`src/rtl/hawk_att_lkup_rdr_if.sv`:
```
// AXI4 read-address/read-data channel bundle between the ATT lookup reader and memory.
interface hawk_att_lkup_rdr_if #(
    parameter int unsigned AXI_ADDR_W = 64,
    parameter int unsigned AXI_DATA_W = 512,
    parameter int unsigned AXI_ID_W   = 4
);
    logic                  arvalid;
    logic                  arready;
    logic [AXI_ADDR_W-1:0] araddr;
    logic [AXI_ID_W-1:0]   arid;
    logic [7:0]            arlen;
    logic                  rvalid;
    logic                  rready;
    logic [AXI_DATA_W-1:0] rdata;
    logic [1:0]            rresp;
    logic                  rlast;

    modport master (
        output arvalid, araddr, arid, arlen, rready,
        input  arready, rvalid, rdata, rresp, rlast
    );

    modport slave (
        input  arvalid, araddr, arid, arlen, rready,
        output arready, rvalid, rdata, rresp, rlast
    );
endinterface

```
`src/rtl/hawk_att_lkup_rdr.sv`:
```
// ATT lookup reader: fetches the 64-byte ATT line over AXI (or from a one-line cache),
// extracts the entry, applies the zero-page-detect count rule and returns one response.
module hawk_att_lkup_rdr #(
    parameter int unsigned           AXI_ADDR_W = 64,
    parameter int unsigned           AXI_DATA_W = 512,
    parameter int unsigned           AXI_ID_W   = 4,
    parameter int unsigned           ATT_ID_W   = 22,
    parameter logic [AXI_ADDR_W-1:0] ATT_START  = '0,
    parameter logic [AXI_ID_W-1:0]   RD_ID      = AXI_ID_W'(1)
) (
    input  logic                  clk_i,
    input  logic                  rst_ni,
    input  logic                  req_valid_i,
    output logic                  req_ready_o,
    input  logic [ATT_ID_W-1:0]   req_att_id_i,
    input  logic                  req_zero_wr_i,
    input  logic                  inv_i,
    hawk_att_lkup_rdr_if.master   axi,
    output logic                  rsp_valid_o,
    input  logic                  rsp_ready_i,
    output logic [AXI_ADDR_W-1:0] rsp_ppa_o,
    output logic [1:0]            rsp_sts_o,
    output logic [7:0]            rsp_zpd_cnt_o,
    output logic                  rsp_zpd_update_o,
    output logic                  rsp_err_o
);
    localparam int unsigned LINE_W = ATT_ID_W - 3;

    // StDec is the cycle in which the selected line is decoded into the response registers.
    typedef enum logic [2:0] {StIdle, StAr, StRwait, StDec, StResp} state_e;

    state_e                  state_q, state_d;
    logic                    zero_wr_q;
    logic [2:0]              slot_q;
    logic [LINE_W-1:0]       line_idx_q;
    logic [LINE_W-1:0]       tag_q;
    logic                    cache_vld_q;
    logic [AXI_DATA_W-1:0]   line_q;
    logic [AXI_ADDR_W-1:0]   rsp_ppa_q;
    logic [1:0]              rsp_sts_q;
    logic [7:0]              rsp_cnt_q;
    logic                    rsp_upd_q;
    logic                    rsp_err_q;

    logic [ATT_ID_W-1:0]     id_m1;
    logic [LINE_W-1:0]       req_line;
    logic                    req_id_zero;
    logic                    hit;
    logic [63:0]             entry;
    logic [7:0]              dec_cnt;
    logic                    dec_upd;
    logic                    unused_bits;

    assign id_m1       = req_att_id_i - ATT_ID_W'(1);
    assign req_line    = id_m1[ATT_ID_W-1:3];
    assign req_id_zero = (req_att_id_i == '0);
    assign hit         = cache_vld_q && (req_line == tag_q);

    // Entry decode and ZPD rule; zero-block write has priority over clearing.
    always_comb begin
        entry   = line_q[{slot_q, 6'd0} +: 64];
        dec_cnt = entry[61:54];
        dec_upd = 1'b0;
        if (zero_wr_q) begin
            dec_cnt = (entry[61:54] == 8'hFF) ? 8'hFF : entry[61:54] + 8'd1;
            dec_upd = 1'b1;
        end else if (entry[61:54] != 8'd0) begin
            dec_cnt = 8'd0;
            dec_upd = 1'b1;
        end
    end

    assign unused_bits = ^{entry[53:32], axi.rlast};

    always_comb begin
        state_d = state_q;
        unique case (state_q)
            StIdle: begin
                if (req_valid_i) begin
                    if (req_id_zero) begin
                        state_d = StResp;
                    end else if (hit) begin
                        state_d = StDec;
                    end else begin
                        state_d = StAr;
                    end
                end
            end
            StAr: begin
                if (axi.arready) state_d = StRwait;
            end
            StRwait: begin
                if (axi.rvalid) state_d = (axi.rresp == 2'b00) ? StDec : StResp;
            end
            StDec: state_d = StResp;
            StResp: begin
                if (rsp_ready_i) state_d = StIdle;
            end
            default: state_d = StIdle;
        endcase
    end

    always_ff @(posedge clk_i or negedge rst_ni) begin
        if (!rst_ni) begin
            state_q     <= StIdle;
            zero_wr_q   <= 1'b0;
            slot_q      <= '0;
            line_idx_q  <= '0;
            tag_q       <= '0;
            cache_vld_q <= 1'b0;
            line_q      <= '0;
            rsp_ppa_q   <= '0;
            rsp_sts_q   <= '0;
            rsp_cnt_q   <= '0;
            rsp_upd_q   <= 1'b0;
            rsp_err_q   <= 1'b0;
        end else begin
            state_q <= state_d;
            unique case (state_q)
                StIdle: begin
                    if (req_valid_i) begin
                        zero_wr_q  <= req_zero_wr_i;
                        slot_q     <= id_m1[2:0];
                        line_idx_q <= req_line;
                        if (req_id_zero) begin
                            rsp_ppa_q <= '0;
                            rsp_sts_q <= '0;
                            rsp_cnt_q <= '0;
                            rsp_upd_q <= 1'b0;
                            rsp_err_q <= 1'b1;
                        end
                    end
                end
                StRwait: begin
                    if (axi.rvalid) begin
                        if (axi.rresp == 2'b00) begin
                            line_q      <= axi.rdata;
                            tag_q       <= line_idx_q;
                            cache_vld_q <= 1'b1;
                        end else begin
                            cache_vld_q <= 1'b0;
                            rsp_ppa_q   <= '0;
                            rsp_sts_q   <= '0;
                            rsp_cnt_q   <= '0;
                            rsp_upd_q   <= 1'b0;
                            rsp_err_q   <= 1'b1;
                        end
                    end
                end
                StDec: begin
                    rsp_ppa_q <= {{(AXI_ADDR_W-44){1'b0}}, entry[31:0], 12'h000};
                    rsp_sts_q <= entry[63:62];
                    rsp_cnt_q <= dec_cnt;
                    rsp_upd_q <= dec_upd;
                    rsp_err_q <= 1'b0;
                end
                default: ;
            endcase
            // Invalidate overrides a same-cycle fill; the line is still used for this response.
            if (inv_i) cache_vld_q <= 1'b0;
        end
    end

    assign req_ready_o      = (state_q == StIdle);
    assign axi.arvalid      = (state_q == StAr);
    assign axi.araddr       = ATT_START + {{(AXI_ADDR_W-LINE_W-6){1'b0}}, line_idx_q, 6'd0};
    assign axi.arid         = RD_ID;
    assign axi.arlen        = 8'd0;
    assign axi.rready       = (state_q == StRwait);
    assign rsp_valid_o      = (state_q == StResp);
    assign rsp_ppa_o        = rsp_ppa_q;
    assign rsp_sts_o        = rsp_sts_q;
    assign rsp_zpd_cnt_o    = rsp_cnt_q;
    assign rsp_zpd_update_o = rsp_upd_q;
    assign rsp_err_o        = rsp_err_q;
endmodule

```
`src/flat_wrapper.sv`:
```
// flat-port wrapper written by rule: the top's interface ports become plain ports
module hawk_att_lkup_rdr_flat 
#(
    parameter int unsigned           AXI_ADDR_W = 64,
    parameter int unsigned           AXI_DATA_W = 512,
    parameter int unsigned           AXI_ID_W   = 4,
    parameter int unsigned           ATT_ID_W   = 22,
    parameter logic [AXI_ADDR_W-1:0] ATT_START  = '0,
    parameter logic [AXI_ID_W-1:0]   RD_ID      = AXI_ID_W'(1)
)
  (clk_i, rst_ni, req_valid_i, req_ready_o, req_att_id_i, req_zero_wr_i, inv_i, rsp_valid_o, rsp_ready_i, rsp_ppa_o, rsp_sts_o, rsp_zpd_cnt_o, rsp_zpd_update_o, rsp_err_o, axi_arvalid, axi_araddr, axi_arid, axi_arlen, axi_rready, axi_arready, axi_rvalid, axi_rdata, axi_rresp, axi_rlast);
  hawk_att_lkup_rdr_if #(.AXI_ADDR_W(AXI_ADDR_W), .AXI_DATA_W(AXI_DATA_W), .AXI_ID_W(AXI_ID_W)) axi_i ();
  input  logic clk_i;
  input  logic rst_ni;
  input  logic req_valid_i;
  output logic req_ready_o;
  input  logic [ATT_ID_W-1:0] req_att_id_i;
  input  logic req_zero_wr_i;
  input  logic inv_i;
  output logic rsp_valid_o;
  input  logic rsp_ready_i;
  output logic [AXI_ADDR_W-1:0] rsp_ppa_o;
  output logic [1:0] rsp_sts_o;
  output logic [7:0] rsp_zpd_cnt_o;
  output logic rsp_zpd_update_o;
  output logic rsp_err_o;
  output wire logic [$bits(axi_i.arvalid)-1:0] axi_arvalid;
  output wire logic [$bits(axi_i.araddr)-1:0] axi_araddr;
  output wire logic [$bits(axi_i.arid)-1:0] axi_arid;
  output wire logic [$bits(axi_i.arlen)-1:0] axi_arlen;
  output wire logic [$bits(axi_i.rready)-1:0] axi_rready;
  input wire logic [$bits(axi_i.arready)-1:0] axi_arready;
  input wire logic [$bits(axi_i.rvalid)-1:0] axi_rvalid;
  input wire logic [$bits(axi_i.rdata)-1:0] axi_rdata;
  input wire logic [$bits(axi_i.rresp)-1:0] axi_rresp;
  input wire logic [$bits(axi_i.rlast)-1:0] axi_rlast;
  assign axi_arvalid = axi_i.arvalid;
  assign axi_araddr = axi_i.araddr;
  assign axi_arid = axi_i.arid;
  assign axi_arlen = axi_i.arlen;
  assign axi_rready = axi_i.rready;
  assign axi_i.arready = axi_arready;
  assign axi_i.rvalid = axi_rvalid;
  assign axi_i.rdata = axi_rdata;
  assign axi_i.rresp = axi_rresp;
  assign axi_i.rlast = axi_rlast;
  hawk_att_lkup_rdr #(.AXI_ADDR_W(AXI_ADDR_W), .AXI_DATA_W(AXI_DATA_W), .AXI_ID_W(AXI_ID_W), .ATT_ID_W(ATT_ID_W), .ATT_START(ATT_START), .RD_ID(RD_ID)) u_core (.clk_i(clk_i), .rst_ni(rst_ni), .req_valid_i(req_valid_i), .req_ready_o(req_ready_o), .req_att_id_i(req_att_id_i), .req_zero_wr_i(req_zero_wr_i), .inv_i(inv_i), .axi(axi_i), .rsp_valid_o(rsp_valid_o), .rsp_ready_i(rsp_ready_i), .rsp_ppa_o(rsp_ppa_o), .rsp_sts_o(rsp_sts_o), .rsp_zpd_cnt_o(rsp_zpd_cnt_o), .rsp_zpd_update_o(rsp_zpd_update_o), .rsp_err_o(rsp_err_o));
endmodule
```
`config.mk`:
```
export PLATFORM = sky130hd
export DESIGN_NAME = hawk_att_lkup_rdr_flat
export DESIGN_NICKNAME = d
export VERILOG_FILES = /design/src/rtl/hawk_att_lkup_rdr_if.sv /design/src/rtl/hawk_att_lkup_rdr.sv /design/src/flat_wrapper.sv
export SDC_FILE = /design/constraint.sdc
export NUM_CORES = 1
export LEC_CHECK = 0
export ABC_AREA = 1
export BUFFER_PORTS_ARGS = -buffer_cell sky130_fd_sc_hd__buf_2
export CAP_MARGIN = 20
export CORE_AREA = 4 4 270 272
export CTS_BUF_LIST = sky130_fd_sc_hd__clkbuf_4
export DETAILED_ROUTE_END_ITERATION = 16
export DIE_AREA = 0 0 274 276
export REMOVE_ABC_BUFFERS = 1
export SYNTH_ARGS = -nofsm -noshare
export SYNTH_HDL_FRONTEND = slang
export SYNTH_SLANG_ARGS = --single-unit
```
`constraint.sdc`:
```
create_clock -name clk_i -period 2.3 [get_ports clk_i]
set_input_delay 0.46 -clock clk_i [delete_from_list [all_inputs] [get_ports clk_i]]
set_output_delay 0.46 -clock clk_i [all_outputs]
set_load 0.02 [all_outputs]
```
After elaboration in Yosys (flattened, before gate mapping). Index checks and enable logic that the tools add are counted.

Register bits: 634. Input port bits: 545. Word-level logic and storage cells: 82.

Equal/unequal tests: 12. $add $sub $neg: 2. Multiplexer cells: 42. Reductions and logical operators: 13. Shift operators: 1.

Operators by type and width (number): 512-bit by 10-bit indexed part select with 64-bit output (1); 64-bit 2-to-1 mux (4); 64-bit case mux with 3 select lines (1); 8-bit 2-to-1 mux (7); 8-bit case mux with 3 select lines (1); 22-bit logical NOT (1); 22-bit by 1-bit subtractor with 22-bit output, second input constant (1); 19-bit equality test (1); 3-bit 2-to-1 mux (6); 3-bit case mux with 5 select lines (1); 1-bit 2-to-1 mux (14); 2-bit 2-to-1 mux (5); 8-bit by 1-bit adder with 8-bit output, second input constant (1); 8-bit equality test, second input constant (1); 2-bit by 1-bit != test with 1-bit output, second input constant (4); 8-bit nonzero test (1); 3-bit by 2-bit equality test with 1-bit output, second input constant (2); 1-bit case mux with 3 select lines (2); 2-bit case mux with 3 select lines (1); 5-bit AND reduction (1); 2-bit != test, second input constant (2); 2-bit AND reduction (2); 4-bit AND reduction (1); 2-bit nonzero test (2); other kinds (7) (7).

Depth between registers and ports, before layout.
Depth in word-level cells: 7. Depth in mapped cells: 17. Mapped depth without buffers: 15.

Worst setup path after synthesis. Ideal clock, no wire load.

Kind: register to register. From: register u_core.slot_q[0]. To: register u_core.rsp_cnt_q[5] (netlist: u_core.rsp_zpd_cnt_o[5]). Stages on the path, launching flop included: 16. Data arrival time: 1.924 ns. Path buffers: 3. Path slack: 0.311 ns. Cell sequence: dfrtp_1 -> buf_6 -> inv_4 -> buf_6 -> buf_6 -> nor2_1 -> o22ai_1 -> inv_1 -> o21ai_2 -> ha_1 -> nand4_2 -> nor2_2 -> inv_2 -> nand3_1 -> nand2_1 -> nand2_1.

Word-level cells in the longest chain between the ends: 5. Elaborated cells between the ends (all ways): 8. Those cells by class: 1 x add/sub; 1 x eq/ne; 1 x shift; 4 x mux; 1 x reduce/logical.

Ends and longest elaborated chain: start: declaration (RTL line hawk_att_lkup_rdr.sv:34) `logic [2:0] slot_q;`; start signal: assignment (RTL line hawk_att_lkup_rdr.sv:123) `slot_q <= id_m1[2:0];`; 512-bit by 10-bit indexed part select with 64-bit output * (RTL line hawk_att_lkup_rdr.sv:61) `entry = line_q[{slot_q, 6'd0} +: 64];`; 8-bit by 1-bit adder with 8-bit output (tied with other cells) (RTL line hawk_att_lkup_rdr.sv:65) `dec_cnt = (entry[61:54] == 8'hFF) ? 8'hFF : entry[61:54] + 8'd1;`; 8-bit 2-to-1 mux (on tied branches) (RTL line hawk_att_lkup_rdr.sv:65, hawk_att_lkup_rdr.sv:67); 8-bit 2-to-1 mux * (RTL line hawk_att_lkup_rdr.sv:64) `if (zero_wr_q) begin`; 8-bit case mux with 3 select lines * (RTL line hawk_att_lkup_rdr.sv:119) `unique case (state_q)`; end signal: assignment (RTL line hawk_att_lkup_rdr.sv:153) `rsp_cnt_q <= dec_cnt;`; end: declaration (RTL line hawk_att_lkup_rdr.sv:41) `logic [7:0] rsp_cnt_q;`.

Mark *: on every way between the ends. The rest lies on a longest branch, timed or not. A chain may end at the register's enable or synchronous reset.

Final worst setup path.
From: register u_core.slot_q[0]. To: register u_core.rsp_upd_q (netlist: u_core.rsp_zpd_update_o).

Word-level cells in the longest chain between the ends: 5.

Ends and longest elaborated chain: 512-bit by 10-bit indexed part select with 64-bit output (RTL line hawk_att_lkup_rdr.sv:61); 8-bit nonzero test (RTL line hawk_att_lkup_rdr.sv:67) `end else if (entry[61:54] != 8'd0) begin`; 1-bit 2-to-1 mux (RTL line hawk_att_lkup_rdr.sv:67); 1-bit 2-to-1 mux (RTL line hawk_att_lkup_rdr.sv:64); 1-bit case mux with 3 select lines (RTL line hawk_att_lkup_rdr.sv:119); end signal: assignment (RTL line hawk_att_lkup_rdr.sv:154) `rsp_upd_q <= dec_upd;`; end: declaration (RTL line hawk_att_lkup_rdr.sv:42) `logic rsp_upd_q;`.

Every way passes these cells.

==> metrics <==
total wire length 70200 um; crit path cell chain buf_12, buf_12, o21ai_0, o22ai_1, inv_1, o21ai_4, inv_2, ha_4, nand3_4, nor3_4, nand2_1, a22o_1; r2r setup slk 0.08 ns; post-synthesis mux area share 18.6%; WHS Endpoint u_core.line_idx_q[2]$_DFFE_PN0P_; Async S/R FF share, synth 100%; Filler Cell Count 6657; Clock Power Share 21.7%; FF-to-FF End u_core.rsp_zpd_update_o$_DFFE_PN0P_; CTS tree built; Int Pwr 20.2 mW; Yosys reg bits 426; # clock sinks 426; Area growth, synth to finish 44.7%; Synth cell types 41; CP Buf/Inv Count 4; Root Driver clkbuf_4; drt wl/cell 17.7 um; HPWL after DPL 45700 um; gpl congestion 0.824; status complete, no violations; CP Data Required Time 3.03 ns; Setup CP Type flip-flop to flip-flop; gr ovfl total 0; most frequent cells in the layout buf_2, dfrtp_1, dlygate4sd3_1, mux2_2, nor2_1; maximum resistive drop on vdd 0.515 mV; first-pass GRT wire length 107000 um; RSZ-0062 raised after global routing yes; Die ar. 0.0756 sq mm; die extent in x 274 um; Tightest Pin Transition 0.733 ns; cell repeated most along the worst path buf_12; Initial Util 28.9%; overall fraction of global-route tracks in use 18.0%; core area 0.0708 sq mm; Period minus WS final 2.22 ns; pre-CTS setup slack -0.187 ns; Seq/Total Area, Yosys 52.1%; most common flop cell mapped by yosys dfrtp_1; delay-heaviest family, CP compound AO/OA/AOI/OAI gates; TritonCTS Buffers 118; critical path's slowest cell dfrtp_4; Critical R2R Launch u_core.slot_q[0]$_DFFE_PN0P_; part of the power in registers 37.5%; Syn Std Cell Area 0.0205 sq mm; Synth Area in Simple Gates 11.4%; most common cell after layout, fill and taps aside buf_2; # DRC 0; CP peak stage delay 0.50 ns; Compound-Gate Fraction of Synth Area 9.85%; Reg2Reg Depth 12; Yosys warning total 0; main combinational cell family by area after synthesis multiplexers; First-pass DRT Iterations 6; layout cells sized above 1 36.5%; Rel. slew slack 51.0%; Final period util 96.7%; net switching power 12.3 mW; Adder-Cell Fraction of Synth Area 0.183%; PortBufs 434; WHS Path Cells 6; DR vias 18100; crit path DAT 2.96 ns; HP Class primary input to flip-flop; post-synthesis xor/xnor area fraction 0.434%; Worst-Skew Late Latency 0.88 ns; clock-pin slew on the worst setup and hold paths 0.07 ns; largest net degree at the start of global routing 68; Cell Pwr Density 1100 mW/mm^2; setup violators final 0; clk_skew 0.0830 ns; crit end category flip-flop; initial antenna violation count 11; DR iter-0 viols 912; post-route setup slack 0.0760 ns; Hold Path Origin req_att_id_i[4]; Net Sw Frac 38.0%; chip height 276 um; Combinational Power Share 40.8%; final core occ 41.9%; vias per cell 4.58; Startpoint Class flip-flop; antenna-violating nets left 0; Nets 3461; worst-path fanout max 7; htree depth 3; Avg Cell Area, Syn 10.3 sq um; Post-synth EDFFs 0; vias in the first global route 19300; Pwr Total 32.5 mW; Max Freq 0.450 GHz; Max Root-Sink Buffers 3; Slew Limit Fails 0; Leak 14.7 nW; num ports 701; Fin. Hold Viols 0; Syn Inst Count 1987; row cnt 98; Max-Cap Viols 0; total negative slack 0 ns
==> power groups by stage <==
| stage | clock network [mW] | logic, mW | registers, mW |
|---|---|---|---|
| 2_1_floorplan | 0 | 7.02 | 12.5 |
| 3_3_place_gp | 0 | 11.6 | 12.2 |
| 3_5_place_dp | 0 | 11.8 | 12.3 |
| 4_1_cts | 7.34 | 12.5 | 12.2 |
| 5_1_grt | 7.75 | 14.6 | 12.5 |
| 6_report | 7.04 | 13.3 | 12.2 |
==> worst max-delay path by stage <==
stage / slack [ns] / cells past startpoint / to / from
global placement: -0.15 / 12 / u_core.rsp_zpd_cnt_o[5]$_DFFE_PN0P_ / u_core.slot_q[1]$_DFFE_PN0P_
CTS: 0.0003 / 5 / req_ready_o / u_core.state_q[0]$_DFFE_PN0P_
floorplan: -9.93 / 3 / u_core.line_q[246]$_DFFE_PN0P_ / u_core.state_q[2]$_DFFE_PN0P_
finish: 0.08 / 12 / u_core.rsp_zpd_update_o$_DFFE_PN0P_ / u_core.slot_q[0]$_DFFE_PN0P_
global route: -0.07 / 16 / u_core.rsp_zpd_cnt_o[3]$_DFFE_PN0P_ / u_core.slot_q[0]$_DFFE_PN0P_
detailed placement: -0.19 / 12 / u_core.rsp_zpd_cnt_o[5]$_DFFE_PN0P_ / u_core.slot_q[1]$_DFFE_PN0P_
==> through the flow <==
step / std cells / instance area [sq um] / hold slack, ns
after floorplan: 1871 / 19500 / 0.164
after global routing: 3962 / 29600 / 0.0946
after CTS: 3940 / 29300 / 0.0271
after global placement: 3352 / 23900 / 0.382
after detailed placement: 3352 / 23900 / 0.375
final: 3962 / 29600 / 0.177
==> final cells by class <==
type | count | area, sq um | area share [%]
repair buffers | 920 | 7090 | 23.9
repair inverters | 2 | 25.0 | 0.0845
diodes | 5 | 12.5 | 0.0423
flip-flops and latches | 426 | 10700 | 36.0
clock buffers | 190 | 1430 | 4.82
inverters | 69 | 284 | 0.959
well taps | 950 | 1190 | 4.01
multi-input cells | 1376 | 8780 | 29.7
clock inverters | 24 | 133 | 0.448
==> worst register-to-register path: cells and delay by family, from the launching register on <==
kind,cells,cell delay (ns)
AO/OA/AOI/OAI,4,0.61
buffers and inverters,4,0.51
flip-flops,1,0.50
AND/OR/NAND/NOR,3,0.37
adder cells (fa/ha/maj),1,0.14
==> logic make-up (layout without fill, tap and decap cells) <==
kind of cell	count (synthesis)	in the layout
compound gates	366	366
xor+xnor	7	7
fa+ha+maj	3	3
buf+inv	272	1205
flops	426	426
mux	339	339
other cells	2	94
simple gates	572	572
==> what timing repair did <==
action,CTS,global route
gates cloned,0,4
setup endpoints to repair,12,12
gates resized for setup,23,41
endpoints found under the hold margin,586,0
setup buffers,8,13
pin swaps,2,14
hold buffers,366,0
==> flip-flops by register name, indices dropped and copies added (netlist names) <==
register                 flops
u_core.state_q               3
u_core.rsp_zpd_update_o      1
u_core.rsp_ppa_o            32
u_core.zero_wr_q             1
u_core.line_q              336
u_core.tag_q                19
u_core.line_idx_q           19
u_core.rsp_sts_o             2
u_core.cache_vld_q           1
u_core.rsp_err_o             1
u_core.rsp_zpd_cnt_o         8
u_core.slot_q                3
==> synth_stat cells, drive strengths merged (4+ instances only) <==
| cell | number | share of area (%) |
|---|---|---|
| nand4 | 7 | 0.24 |
| nand2 | 214 | 3.9 |
| o21ai | 251 | 6.3 |
| nor3 | 5 | 0.23 |
| nor2 | 286 | 5.3 |
| buf | 158 | 5.3 |
| nand3 | 52 | 1.3 |
| a21oi | 13 | 0.32 |
| clkbuf | 45 | 0.83 |
| mux2 | 339 | 19 |
| o211ai | 4 | 0.15 |
| o22ai | 79 | 2.4 |
| inv | 66 | 1.2 |
| nand3b | 6 | 0.22 |
| dfrtp | 426 | 52 |
| o31ai | 15 | 0.55 |
==> layer usage <==
metal	vias to the layer above	track usage (%)	share of wire [%]
li1	8547	-	-
met1	8715	22.2	42
met2	698	30.2	48
met3	167	4.26	6.4
met4	8	7.63	3.8
met5	-	0	0.073
No activity file was read; power rests on OpenSTA's default activity.
